<file path="config.mk">
export PLATFORM = sky130hd
export DESIGN_NAME = if_id_queue
export DESIGN_NICKNAME = d
export VERILOG_FILES = /design/src/rtl/if_id_queue.sv
export SDC_FILE = /design/constraint.sdc
export NUM_CORES = 1
export LEC_CHECK = 0
export BUFFER_PORTS_ARGS = -buffer_cell sky130_fd_sc_hd__buf_2
export CAP_MARGIN = 20
export CORE_MARGIN = 3
export CORE_UTILIZATION = 40
export CTS_BUF_LIST = sky130_fd_sc_hd__clkbuf_16
export CTS_CLUSTER_SIZE = 40
export DETAILED_ROUTE_END_ITERATION = 12
export GPL_TIMING_DRIVEN = 0
export PLACE_DENSITY = 0.61
export SLEW_MARGIN = 30
export SYNTH_ARGS = -nofsm -noshare
export SYNTH_HDL_FRONTEND = slang
export SYNTH_SLANG_ARGS = --single-unit
</file>
<file path="constraint.sdc">
create_clock -name clk -period 3.45 [get_ports clk]
set_input_delay 0.1725 -clock clk [delete_from_list [all_inputs] [get_ports clk]]
set_output_delay 0.1725 -clock clk [all_outputs]
set_load 0.05 [all_outputs]
</file>
<file path="src/rtl/if_id_queue.sv">
// In-order IF/ID queue: DEPTH-entry FIFO of {instr, pc, pc_plus_4} with valid/ready on both sides.
// Optional same-cycle empty-queue forwarding is enabled by defining IF_ID_QUEUE_BYPASS_EN.
module if_id_queue #(
  parameter int                     DATA_WIDTH  = 32,
  parameter int                     INSTR_WIDTH = 32,
  parameter int                     DEPTH       = 4,
  parameter logic [INSTR_WIDTH-1:0] NOP_INSTR   = 32'h0000_0013
) (
  input  logic                          clk,
  input  logic                          rst,
  input  logic                          push_valid_f_i,
  output logic                          push_ready_f_o,
  input  logic [INSTR_WIDTH-1:0]        instr_f_i,
  input  logic [DATA_WIDTH-1:0]         pc_f_i,
  input  logic [DATA_WIDTH-1:0]         pc_plus_4_f_i,
  input  logic                          flush_d_i,
  output logic                          pop_valid_id_o,
  input  logic                          pop_ready_id_i,
  output logic [INSTR_WIDTH-1:0]        instr_id_o,
  output logic [DATA_WIDTH-1:0]         pc_id_o,
  output logic [DATA_WIDTH-1:0]         pc_plus_4_id_o,
  output logic [$clog2(DEPTH+1)-1:0]    count_o
);

  localparam int PTR_W = $clog2(DEPTH);
  localparam int CNT_W = $clog2(DEPTH+1);

  logic [INSTR_WIDTH-1:0] instr_mem_q [DEPTH];
  logic [DATA_WIDTH-1:0]  pc_mem_q    [DEPTH];
  logic [DATA_WIDTH-1:0]  pcp4_mem_q  [DEPTH];

  logic [PTR_W-1:0] rd_ptr_q, rd_ptr_d;
  logic [PTR_W-1:0] wr_ptr_q, wr_ptr_d;
  logic [CNT_W-1:0] count_q, count_d;

  logic empty_s, full_s, bypass_s, push_fire_s, pop_fire_s, do_write_s, do_read_s;

  assign empty_s        = (count_q == CNT_W'(0));
  assign full_s         = (count_q == CNT_W'(DEPTH));
  assign push_ready_f_o = !full_s;
  assign count_o        = count_q;

`ifdef IF_ID_QUEUE_BYPASS_EN
  assign bypass_s = empty_s && push_valid_f_i && !flush_d_i;
`else
  assign bypass_s = 1'b0;
`endif

  assign pop_valid_id_o = !empty_s || bypass_s;
  assign push_fire_s    = push_valid_f_i && push_ready_f_o;
  assign pop_fire_s     = pop_valid_id_o && pop_ready_id_i;
  // A forwarded entry that decode takes immediately is never stored.
  assign do_write_s     = push_fire_s && !(bypass_s && pop_ready_id_i);
  assign do_read_s      = pop_fire_s && !empty_s;

  // Head presentation: stored entry, forwarded entry, or NOP bubble.
  always_comb begin
    instr_id_o     = NOP_INSTR;
    pc_id_o        = {DATA_WIDTH{1'b0}};
    pc_plus_4_id_o = {DATA_WIDTH{1'b0}};
    if (!empty_s) begin
      instr_id_o     = instr_mem_q[rd_ptr_q];
      pc_id_o        = pc_mem_q[rd_ptr_q];
      pc_plus_4_id_o = pcp4_mem_q[rd_ptr_q];
    end else if (bypass_s) begin
      instr_id_o     = instr_f_i;
      pc_id_o        = pc_f_i;
      pc_plus_4_id_o = pc_plus_4_f_i;
    end else begin
      instr_id_o     = NOP_INSTR;
      pc_id_o        = {DATA_WIDTH{1'b0}};
      pc_plus_4_id_o = {DATA_WIDTH{1'b0}};
    end
  end

  // Pointer and occupancy next-state; flush overrides any handshake.
  always_comb begin
    rd_ptr_d = rd_ptr_q;
    wr_ptr_d = wr_ptr_q;
    count_d  = count_q;
    if (flush_d_i) begin
      rd_ptr_d = {PTR_W{1'b0}};
      wr_ptr_d = {PTR_W{1'b0}};
      count_d  = {CNT_W{1'b0}};
    end else begin
      if (do_write_s) begin
        wr_ptr_d = wr_ptr_q + PTR_W'(1);
      end else begin
        wr_ptr_d = wr_ptr_q;
      end
      if (do_read_s) begin
        rd_ptr_d = rd_ptr_q + PTR_W'(1);
      end else begin
        rd_ptr_d = rd_ptr_q;
      end
      case ({do_write_s, do_read_s})
        2'b10:   count_d = count_q + CNT_W'(1);
        2'b01:   count_d = count_q - CNT_W'(1);
        default: count_d = count_q;
      endcase
    end
  end

  // Control state register.
  always_ff @(posedge clk or posedge rst) begin
    if (rst) begin
      rd_ptr_q <= {PTR_W{1'b0}};
      wr_ptr_q <= {PTR_W{1'b0}};
      count_q  <= {CNT_W{1'b0}};
    end else begin
      rd_ptr_q <= rd_ptr_d;
      wr_ptr_q <= wr_ptr_d;
      count_q  <= count_d;
    end
  end

  // Entry storage; contents are meaningless until written, so no reset.
  always_ff @(posedge clk) begin
    if (do_write_s && !flush_d_i) begin
      instr_mem_q[wr_ptr_q] <= instr_f_i;
      pc_mem_q[wr_ptr_q]    <= pc_f_i;
      pcp4_mem_q[wr_ptr_q]  <= pc_plus_4_f_i;
    end
  end

endmodule

</file>
== After elaboration in Yosys (flattened, before gate mapping) ==
Memories as Yosys holds them, arrays and structs flattened.
Cells that the tools add are included.
W data, S select, Z words.

* Add/subtract/negate cells: 4
* Equal/unequal tests: 3
* Muxes and demuxes: 11
* Reductions and logical operators: 11

{| class="wikitable"
|+ Operators with widths
! kind !! count
|-
| $mux W32 || 3
|-
| $mux W2 || 4
|-
| $pmux W3 S2 || 1
|-
| $add A2 B1 Y2 const B || 2
|-
| $logic_and A1 B1 Y1 || 4
|-
| $reduce_bool A2 Y1 || 2
|-
| $add A3 B1 Y3 const B || 1
|-
| $eq A3 B3 Y1 const B || 1
|-
| $logic_not A1 Y1 || 3
|-
| $logic_not A3 Y1 || 1
|-
| $mux W3 || 1
|-
| $reduce_bool A3 Y1 || 1
|-
| $sub A3 B1 Y3 const B || 1
|-
| $eq A2 B1 Y1 const B || 1
|-
| $eq A2 B2 Y1 const B || 1
|-
| $mux W1 || 2
|}

* Memories: 3
* Flip-flop bits (word level): 7
* Word-level logic and storage cells: 35
* Memory bits (writable): 384

{| class="wikitable"
|+ Memory list
! name !! words !! width !! read ports !! clocked after Yosys merged registers in !! wr ports !! RTL line !! source
|-
| instr_mem_q || 4 || 32 || 1 || 0 || 1 || 28 || <nowiki>logic [INSTR_WIDTH-1:0] instr_mem_q [DEPTH];</nowiki>
|-
| pc_mem_q || 4 || 32 || 1 || 0 || 1 || 29 || <nowiki>logic [DATA_WIDTH-1:0] pc_mem_q [DEPTH];</nowiki>
|-
| pcp4_mem_q || 4 || 32 || 1 || 0 || 1 || 30 || <nowiki>logic [DATA_WIDTH-1:0] pcp4_mem_q [DEPTH];</nowiki>
|}

== Logic depth before layout (Yosys ltp) ==
* Depth after elaboration: 7
* Gate-level depth with buffers: 8

== Worst setup path after synthesis ==
OpenSTA, ideal clock, no wires.

* Path kind: register to register
* Start point: register count_q[0], in the netlist count_o[0]
* End point: memory instr_mem_q[0][0], enable pin
* Library setup time: 466 ps
* Data arrival time: 3603 ps
* Path slack: -618 ps
* Stages on the path, launching flop included: 5
* Cells stage by stage: dfrtp_1 > clkbuf_1 > nor3b_1 > nor3_1 > and2_1

* Longest elaborated chain between the ends: 6

{| class="wikitable"
|+ Ends and longest elaborated chain
! element !! RTL line !! source
|-
| start: declaration || 34 || <nowiki>logic [CNT_W-1:0] count_q, count_d;</nowiki>
|-
| start signal: assignment || 109 || <nowiki>count_q <= {CNT_W{1'b0}};</nowiki>
|-
| start signal: assignment || 113 || <nowiki>count_q <= count_d;</nowiki>
|-
| $eq A3 B3 Y1 || 39 || <nowiki>assign full_s = (count_q == CNT_W'(DEPTH));</nowiki>
|-
| $logic_not A1 Y1 || 40 || <nowiki>assign push_ready_f_o = !full_s;</nowiki>
|-
| $logic_and A1 B1 Y1 || 50 || <nowiki>assign push_fire_s = push_valid_f_i && push_ready_f_o;</nowiki>
|-
| $logic_and A1 B1 Y1 || 119 || <nowiki>if (do_write_s && !flush_d_i) begin</nowiki>
|-
| $mux W1 || 119 ||
|-
| $mux W1 (not written as such) || 120 || <nowiki>instr_mem_q[wr_ptr_q] <= instr_f_i;</nowiki>
|-
| end: declaration || 28 ||
|}

Every way passes these cells.

== Final worst setup path ==
* Start point: register count_q[1], in the netlist count_o[1]
* End point: output port instr_id_o[21]

* Longest elaborated chain between the ends: 2

{| class="wikitable"
|+ Ends and longest elaborated chain
! element !! RTL line !! source
|-
| $logic_not A3 Y1 || 38 || <nowiki>assign empty_s = (count_q == CNT_W'(0));</nowiki>
|-
| $mux W32 || 61 || <nowiki>if (!empty_s) begin</nowiki>
|-
| end: declaration || 19 || <nowiki>output logic [INSTR_WIDTH-1:0] instr_id_o,</nowiki>
|}

Every way passes these cells.

==> metrics.md <==
| Metric | Value |
|---|---|
| Slowest stage delay, CP | ~0.4 ns |
| I/O Pins | between 200 and 250 |
| Synth cell count leaders | 384 x edfxtp_1, 97 x and2_1, 96 x mux4_2 |
| Largest cells by area after synthesis | edfxtp_1 77%, mux4_2 14%, and2_1 4.0%, dfrtp_1 1.2%, clkbuf_1 0.47% |
| Post-synth EDFFs | ~380 |
| Placement Setup Slack | just under 0.6 ns |
| Synth Register Bits | 391 |
| PostCTS Resize Cnt | 0 |
| Path type of the worst setup path | reg2out |
| Worst path depth | 6 |
| Cell family with most CP delay | buffers and inverters |
| Clock Tree Root | clkbuf_16 |
| Die H | 200 um |
| Vias in the first global route | 8185 |
| Clk_lat worst skew | between 0.5 and 0.6 ns |
| Mean post-synth cell area | 22.2 um2 |
| DP Area | approximately 17000 um2 |
| PwrDens | around 740 nW/um2 |
| # rows | 70 |
| First-pass DRT Iterations | 5 |
| GP Congestion | about 0.72 |
| Worst-margin pin slew | 0.732 ns |
| Leakage | around 6.7 nW |
| Dpl hpwl | approximately 19 mm |
| CTS tree | built |
| Crit path DAT | 2.70 ns |
| Outcome | finished, final reports clean |
| Post-CTS setup repair buffer count | 0 |
| Synthesized area | about 15000 um2 |
| Ys async rst share | roughly 1.8% |
| PortBufs | 200 |
| Layout cell share with drive strength beyond 1 | a little under two fifths |
| Slew HR | around half |
| Starting DRT DRC Count | between 200 and 300 |
| Worst r2r src | count_o[0] |
| Core region area | 36900 um2 |
| HP Class | in2reg |
| Worst Setup SP | count_o[1] |
| Synth Instances | a little under 700 |
| Final Cycle Share | about 83% |
| Crit. End Element | primary output |
| Initial antenna violation count | 1 |
| Most used DFF post-synth | edfxtp_1 |
| Vias | approximately 7500 |
| Worst VDD drop | roughly 0.57 mV |
| Final hold vios | 0 |
| Die X | roughly 200 um |
| Bufs on Longest Clock Path | 3 |
| Clk pin slew, worst setup/hold paths | roughly 0.060 ns |
| Die Area | 40000 um2 |
| Nets | 1133 |
| Crit-path cells | buf_2 -> nor3_2 -> inv_1 -> clkbuf_1 -> and2_1 -> buf_2 |
| H-tree depth | 2 |
| GRT overflow | 0 |
| Final total power | ~14 mW |
| Syn Nets | just under 800 |
| R2R Setup Slk | 0.62 ns |
| Post-Layout Inst Area | slightly below 20000 um2 |
| Worst Setup Start Kind | register |
| YS warnings | 0 |
| Crit-path most repeated cell | buf_2 |
| Final non-filler cell total | between 1500 and 2000 |
| Final ANT Viol Nets | 0 |
| Most frequent cell after synthesis | edfxtp_1 |
| CP max-delay cell | dfrtp_1 |
| Worst Path Buf+Inv | 4 |
| Initial Util | roughly two fifths |
| Worst Skew | about 0.018 ns |
| Max Freq | between 300 and 400 MHz |
| CP max FO | 13 |
| Inst Count DP | 1390 |
| Max Cap Violations | 0 |
| Worst-case reg-to-reg path depth | 6 |
| DRC Markers | 0 |
| Synth top area share | between 70% and 80% |
| Finish-stage setup viols | 0 |
| Fin crit period | 2.87 ns |
| Hold Slack | 0.0834 ns |
| RSZ-0062 raised after global routing | no |
| Max-slew violations | 0 |
| Worst setup path end | instr_id_o[21] |
| Setup WS post-layout | roughly 0.58 ns |
| Worst R2R End | pcp4_mem_q[3][18] |
| Total track usage | around 16% |
| First-pass GRT wire length | between 40 and 50 mm |
| Cell taking the most area after synthesis | edfxtp_1 |
| DR vias/cell | approximately 4.8 |
| Drt total wl | roughly 31 mm |
| Detailed-route wire length per cell | about 20 um |
| Critical Path RT | between 3 and 4 ns |
| P&R area growth vs syn | 27.8% |
| Count of clock tree sinks | between 300 and 400 |
| Sequential cell area fraction in the yosys report | 77.8% |
| Largest net degree at the start of global routing | 39 |
| Synth cell types | 37 |
| TritonCTS buffer count | 42 |
## tightest hold or removal path, delay by kind of cell
family	cells	cell delay [ns]
AOI/OAI and AO/OA	2	0.18
and+or+nand+nor	1	0.11
buffers and inverters	1	0.10
## cell usage in the layout, fill, tap and decap left out, drive strengths merged, types with 6 or more instances in the layout
| master | count |
|---|---|
| dfrtp | 7 |
| mux4 | 96 |
| inv | 20 |
| clkinv | 8 |
| buf | 228 |
| and2 | 97 |
| bufinv | 6 |
| dlygate4sd3 | 98 |
| edfxtp | 384 |
| nor2 | 6 |
| clkbuf | 61 |
## repair_timing
action,4_1_cts,5_1_grt
endpoints found under the setup margin,0,4
endpoints found under the hold margin,395,0
hold buffers,98,0
## cells by family after synthesis
logic type,synth area share (%)
and+or+nand+nor,4.91
buffers and inverters,1.52
muxes,14.4
DFF,77.8
adders and majority gates,0.466
AOI/OAI and AO/OA,0.732
xor gates and xnor gates,0.175
## registers in the layout, indices dropped and copies added, names as in the netlist
name and count:
wr_ptr_q 2, pcp4_mem_q 128, count_o 3, rd_ptr_q 2, pc_mem_q 128, instr_mem_q 128
## power by group
part,total (mW),internal [mW],switching [mW],leakage [nW]
combinational,4.39,1.38,3.01,2.42
clock,4.41,2.69,1.72,0.707
sequential,5.48,5.43,0.0497,3.58
total,14.3,9.51,4.78,6.71
## metrics by stage
stage               TNS (ns)  util (%)
floorplan                  0         -
global placement     -213.03      45.2
detailed placement         0      45.8
CTS                        0      52.1
global route               0      52.1
finish                     0      52.1
## metal layers
layer,track usage [%],part of all wire [%]
met2,25.8,48
met1,21.5,45
met4,4.78,2.1
met5,0,0
met3,3.46,5.3
## final cells by class
type                    instances  area, um2
plain buffers                  37        195
diodes                          1       2.50
flip-flops and latches        391      11700
fillers                      2985      17600
well taps                     504        631
inverters                       8       30.0
clock inverters                27        277
multi-input cells             240       3120
repair buffers                307       2190
clock buffers                  43       1080
## worst min path at each step
stage              startpoint  depth (start not counted)          to
6_report       push_valid_f_i                          4  count_o[2]
5_1_grt        push_valid_f_i                          4  count_o[2]
4_1_cts        push_valid_f_i                          4  count_o[2]
2_1_floorplan             rst                          1  count_o[0]
3_3_place_gp              rst                          2  count_o[2]
3_5_place_dp              rst                          2  count_o[2]
(Power assumes the default switching activity.)
